<file path="src/rtl/peripheral_dbg_arb_pkg.sv">
// Shared types and Wishbone B3 cycle-type encodings for the debug-RAM arbiter.
package peripheral_dbg_arb_pkg;

  typedef enum logic [1:0] {
    ARB_IDLE  = 2'd0,
    ARB_GRANT = 2'd1,
    ARB_TOUT  = 2'd2
  } arb_state_t;

  localparam logic [2:0] CTI_CLASSIC = 3'b000;
  localparam logic [2:0] CTI_CONST   = 3'b001;
  localparam logic [2:0] CTI_INCR    = 3'b010;
  localparam logic [2:0] CTI_EOB     = 3'b111;

endpackage

</file>
<file path="src/rtl/peripheral_dbg_arb_rr2.sv">
// Two-way round-robin picker: a lone requester wins, a tie goes to the master not served last.
module peripheral_dbg_arb_rr2 (
  input  logic [1:0] req,
  input  logic       last,
  output logic       gnt_valid,
  output logic       gnt_idx
);

  assign gnt_valid = |req;
  assign gnt_idx   = (req == 2'b11) ? ~last : req[1];

endmodule

</file>
<file path="src/rtl/peripheral_dbg_ram_arb_axi4.sv">
// Round-robin arbiter sharing the debug-bench RAM slave between two Wishbone B3 masters,
// holding the grant for a whole bus cycle and aborting transfers the slave never answers.
module peripheral_dbg_ram_arb_axi4
  import peripheral_dbg_arb_pkg::*;
#(
  parameter int DW             = 32,
  parameter int AW             = 32,
  parameter int TIMEOUT_CYCLES = 64
) (
  input  logic                 axi4_clk_i,
  input  logic                 axi4_rst_ni,
  input  logic [1:0][AW-1:0]   m_adr_i,
  input  logic [1:0][DW-1:0]   m_dat_i,
  input  logic [1:0][3:0]      m_sel_i,
  input  logic [1:0]           m_we_i,
  input  logic [1:0][1:0]      m_bte_i,
  input  logic [1:0][2:0]      m_cti_i,
  input  logic [1:0]           m_cyc_i,
  input  logic [1:0]           m_stb_i,
  output logic [1:0]           m_ack_o,
  output logic [1:0]           m_err_o,
  output logic [1:0]           m_rty_o,
  output logic [1:0][DW-1:0]   m_dat_o,
  output logic [AW-1:0]        s_adr_o,
  output logic [DW-1:0]        s_dat_o,
  output logic [3:0]           s_sel_o,
  output logic                 s_we_o,
  output logic [1:0]           s_bte_o,
  output logic [2:0]           s_cti_o,
  output logic                 s_cyc_o,
  output logic                 s_stb_o,
  input  logic                 s_ack_i,
  input  logic                 s_err_i,
  input  logic                 s_rty_i,
  input  logic [DW-1:0]        s_dat_i
);

  localparam int CW = $clog2(TIMEOUT_CYCLES);

  arb_state_t    r_state;
  logic          r_grant;
  logic          r_last;
  logic [CW-1:0] r_wait_cnt;

  logic [1:0]    w_req;
  logic          w_gnt_valid;
  logic          w_gnt_idx;
  logic          w_resp;
  logic          w_stall;
  logic          w_timeout;
  logic          w_granted;

  assign w_req = m_cyc_i & m_stb_i;

  peripheral_dbg_arb_rr2 u_rr2 (
    .req       (w_req),
    .last      (r_last),
    .gnt_valid (w_gnt_valid),
    .gnt_idx   (w_gnt_idx)
  );

  // A beat is stalled while the owner strobes and the slave has not answered at all.
  assign w_resp    = s_ack_i | s_err_i | s_rty_i;
  assign w_stall   = m_stb_i[r_grant] & ~w_resp;
  assign w_timeout = w_stall && (r_wait_cnt == CW'(TIMEOUT_CYCLES - 1));
  assign w_granted = (r_state == ARB_GRANT);

  always_ff @(posedge axi4_clk_i or negedge axi4_rst_ni) begin
    if (!axi4_rst_ni) begin
      r_state    <= ARB_IDLE;
      r_grant    <= 1'b0;
      r_last     <= 1'b1;
      r_wait_cnt <= '0;
    end else begin
      case (r_state)
        ARB_IDLE: begin
          r_wait_cnt <= '0;
          if (w_gnt_valid) begin
            r_state <= ARB_GRANT;
            r_grant <= w_gnt_idx;
            r_last  <= w_gnt_idx;
          end
        end
        ARB_GRANT: begin
          if (!m_cyc_i[r_grant]) begin
            r_state    <= ARB_IDLE;
            r_wait_cnt <= '0;
          end else if (w_timeout) begin
            r_state    <= ARB_TOUT;
            r_wait_cnt <= '0;
          end else if (w_stall) begin
            r_wait_cnt <= r_wait_cnt + 1'b1;
          end else begin
            r_wait_cnt <= '0;
          end
        end
        ARB_TOUT: begin
          r_state    <= ARB_IDLE;
          r_wait_cnt <= '0;
        end
        default: begin
          r_state    <= ARB_IDLE;
          r_wait_cnt <= '0;
        end
      endcase
    end
  end

  // The slave only ever sees the owner, and only while GRANT; TOUT drops cyc to abort the burst.
  always_comb begin
    s_adr_o = '0;
    s_dat_o = '0;
    s_sel_o = '0;
    s_we_o  = 1'b0;
    s_bte_o = '0;
    s_cti_o = '0;
    s_cyc_o = 1'b0;
    s_stb_o = 1'b0;
    m_ack_o = '0;
    m_err_o = '0;
    m_rty_o = '0;
    if (w_granted) begin
      s_adr_o          = m_adr_i[r_grant];
      s_dat_o          = m_dat_i[r_grant];
      s_sel_o          = m_sel_i[r_grant];
      s_we_o           = m_we_i[r_grant];
      s_bte_o          = m_bte_i[r_grant];
      s_cti_o          = m_cti_i[r_grant];
      s_cyc_o          = m_cyc_i[r_grant];
      s_stb_o          = m_stb_i[r_grant];
      m_ack_o[r_grant] = s_ack_i;
      m_err_o[r_grant] = s_err_i;
      m_rty_o[r_grant] = s_rty_i;
    end
    if (r_state == ARB_TOUT) begin
      m_err_o[r_grant] = 1'b1;
    end
  end

  assign m_dat_o[0] = s_dat_i;
  assign m_dat_o[1] = s_dat_i;

endmodule

</file>
<file path="config.mk">
export PLATFORM = sky130hd
export DESIGN_NAME = peripheral_dbg_ram_arb_axi4
export DESIGN_NICKNAME = d
export VERILOG_FILES = /design/src/rtl/peripheral_dbg_arb_pkg.sv /design/src/rtl/peripheral_dbg_arb_rr2.sv /design/src/rtl/peripheral_dbg_ram_arb_axi4.sv
export SDC_FILE = /design/constraint.sdc
export NUM_CORES = 1
export LEC_CHECK = 0
export ABC_AREA = 0
export CORE_AREA = 2 2 131 133
export CTS_CLUSTER_DIAMETER = 120
export CTS_CLUSTER_SIZE = 10
export DETAILED_ROUTE_END_ITERATION = 8
export DIE_AREA = 0 0 133 135
export SETUP_SLACK_MARGIN = 0.2
export SYNTH_ARGS = -nofsm -noshare
export SYNTH_HDL_FRONTEND = slang
export SYNTH_SLANG_ARGS = --single-unit
</file>
<file path="constraint.sdc">
create_clock -name axi4_clk_i -period 1.25 [get_ports axi4_clk_i]
set_input_delay 0.125 -clock axi4_clk_i [delete_from_list [all_inputs] [get_ports axi4_clk_i]]
set_output_delay 0.125 -clock axi4_clk_i [all_outputs]
set_load 0.05 [all_outputs]
</file>
==> flow_metrics.env <==
export IMPL_timing_worst_slew_pin_value_ns=0.494
export IMPL_power_leakage_uw=0.00254
export IMPL_initial_drc_count=22
export IMPL_synthDominantCellAreaShare=0.336
export IMPL_cp_end_kind="primary output"
export IMPL_number_of_antenna_diodes=0
export IMPL_htree_num_levels=1
export IMPL_synth_edff_count=0
export IMPL_cp_start_kind="flip-flop"
export IMPL_number_of_antenna_violations_at_the_first_check_in_global_routing=0
export IMPL_setup_tns_final_ns=-32.55
export IMPL_clock_path_buffers=2
export IMPL_layout_nets=698
export IMPL_ys_types=36
export IMPL_ir_drop_mv=1.01
export IMPL_yosys_warnings=0
export IMPL_crit_path_frequent_cell="buf_12"
export IMPL_fp_coreArea_um2=16400
export IMPL_crit_slowest_cell="dfrtp_4"
export IMPL_timing_final_setup_violations=90
export IMPL_final_max_slew_violation_count=0
export IMPL_ys_seq_elements=10
export IMPL_grt_pass1_wl_mm=17.8
export IMPL_crit_cells=5
export IMPL_timing_hold_ws_ns=0.228
export IMPL_cp_max_fo=14
export IMPL_report_power_total_uw=16200
export IMPL_drt_pass1_iterations=4
export IMPL_die_area_um2=18000
export IMPL_setup_slack_ns=-0.444
export IMPL_synth_area_um2=2230
export IMPL_max_cap_violations=0
export IMPL_clock_tree_root_buffer_cell="clkbuf_16"
export IMPL_cts_clk_slew_worst_paths_ns=0.04
export IMPL_async_flop_share=1.00
export IMPL_std_cell_rows=47
export IMPL_routed_wire_length_mm=11.8
export IMPL_synth_area_leaders="mux2i_1 34%, buf_4 25%, nor2_1 14%"
export IMPL_num_ports=335
export IMPL_cts_inserted_buffers=3
export IMPL_synth_main_ff_cell="dfrtp_1"
export IMPL_slowest_stage_delay_cp_ns=0.49
export IMPL_min_period_over_period=1.36
export IMPL_grt_pass1_vias=3150
export IMPL_tritoncts="built"
export IMPL_netlist_instances=289
export IMPL_post_detailed_route_via_to_cell_ratio=3.89
export IMPL_seq_area_frac_synth=0.113
export IMPL_overflow=0
export IMPL_floorplan_initialDensity=0.136
export IMPL_run_status="complete, but fails checks"
export IMPL_numPortBuffers=238
export IMPL_grt_use_total=0.123
export IMPL_detailroute_via_count=2829
export IMPL_drt_drc_violations_left=0
export IMPL_cp_arrival_ns=1.57
export IMPL_dieHeight_um=135
export IMPL_synth_common_cells="83 x nor2_1, 75 x mux2i_1, 73 x buf_4"
export IMPL_cp_required_ns=1.12
export IMPL_worst_r2r_path_depth=4
export IMPL_worst_clock_skew_ns=0.00334
export IMPL_hp_class="in2async"
export IMPL_worstPathCellList="buf_12 > buf_12 > mux2i_4 > nor2_4 > buf_12"
export IMPL_criticalPathCategory="reg2out"
export IMPL_timing_fmax_mhz=590
export IMPL_cts_sinks=10
export IMPL_hpwl_mm=9.54
export IMPL_post_synth_cell_area_avg_um2=7.73
export IMPL_detail_route_antenna_nets=0
export IMPL_rsz0062_at_grt="yes"
export IMPL_clock_latency_of_the_later_clocked_register_in_the_worst_skew_pair_ns=0.23
export IMPL_timing_max_slew_rel_slack=0.669
export IMPL_routedWlPerCell_um=16.2
export IMPL_failed_checks="negative setup slack"
export IMPL_hold_viol_final=0
export IMPL_routabilityCongestion=0.788
export IMPL_layout_area_overhead_vs_synth_pct=224
export IMPL_pin_count_of_the_biggest_net_entering_global_routing=15
export IMPL_power_density_nw_per_um2=2240
export IMPL_yosys_area_top_type="mux2i_1"
export IMPL_min_period_ns=1.69
export IMPL_critical_path_n_buffers_inverters=3
export IMPL_post_route_cells_drive_above_1_share=0.637
export IMPL_die_width_um=133
export IMPL_syn_nets=479
export IMPL_synth_most_common_cell="nor2_1"
export IMPL_cp_top_family="flip-flops"
[layout make-up]
type / count / area, um2
Sequential cell: 10 / 256
Fill cell: 1446 / 9170
Inverter: 1 / 7.51
Tap cell: 220 / 275
Timing Repair Buffer: 296 / 3880
Multi-Input combinational cell: 196 / 2720
Clock buffer: 4 / 88.8
[power breakdown]
part / switching (uW) / internal (uW)
Combinational: 7460 / 7640
Clock: 145 / 481
Sequential: 62.2 / 396
Total: 7670 / 8520
[through the flow]
| step | utilization | area (um2) | cells | setup WS [ns] |
|---|---|---|---|---|
| 2_1_floorplan | - | 2940 | 289 | -0.0797 |
| 3_3_place_gp | 0.382 | 6260 | 713 | -0.224 |
| 3_5_place_dp | 0.382 | 6260 | 713 | -0.224 |
| 4_1_cts | 0.421 | 6910 | 725 | -0.449 |
| 5_1_grt | 0.441 | 7230 | 727 | -0.489 |
| 6_report | 0.441 | 7230 | 727 | -0.444 |
[registers in the layout, summed over array words and instances (netlist names)]
signal / count
r_wait_cnt: 6
r_state: 2
r_grant: 1
r_last: 1
[cell families after synthesis]
kind of cell	Yosys count	synth area share
DFF	10	0.113
AOI/OAI and AO/OA	9	0.0297
muxes	76	0.341
adders and majority gates	1	0.00560
buffers and inverters	83	0.280
and+or+nand+nor	107	0.219
xor gates and xnor gates	3	0.0118
[worst reg2reg max path, cell delays in order, from the launching register on]
cell	delay [ns]
dfrtp_4	0.49
buf_12	0.17
mux2i_2	0.18
nor4b_2	0.28
o32ai_1	0.13
[placed cells by master, fill, tap and decap left out, types with 2 or more instances in the layout]
cell             netlist  routed
buf_6                  5       7
clkdlybuf4s50_1        0     156
dfrtp_1                9       7
nand3_2                1       2
nor3_2                 2       3
mux2i_2                0      27
nor2_1                83       4
nor2_4                 0      79
mux2i_4                0      48
and3_2                 0       2
clkbuf_16              0       3
xor2_1                 2       2
nand2_1                5       3
buf_12                 0      97
nand2_2                1       2
buf_4                 73      34
[what timing repair did]
action / CTS / global route
pin swaps: 2 / 20
buffers inserted: 7 / 2
hold buffers: 0 / 0
cloned: 1 / 0
resized for setup: 99 / 40
endpoints found under the setup margin: 91 / 92
[final timing paths]
kind / from / to / slack, ns
min: axi4_rst_ni / r_state[1]$_DFFE_PN0P_ / 0.23
max reg2reg: r_grant$_DFFE_PN0P_ / r_state[0]$_DFFE_PN0P_ / -0.14
max: r_grant$_DFFE_PN0P_ / s_adr_o[0] / -0.44
min reg2reg: r_last$_DFFE_PN1P_ / r_last$_DFFE_PN1P_ / 0.53
max in group asynchronous: axi4_rst_ni / r_grant$_DFFE_PN0P_ / 0.65
min in group axi4_clk_i: s_dat_i[9] / m_dat_o[41] / 0.25
[metal layers]
metal  up-vias  global-route usage  routed length, um
li1       1337                   -                  -
met1      1313               0.137               4060
met3        20              0.0255                810
met4         0              0.0203                149
met5         -                   0                  0
met2       159               0.243               6770
No activity file was read; power rests on OpenSTA's default activity.
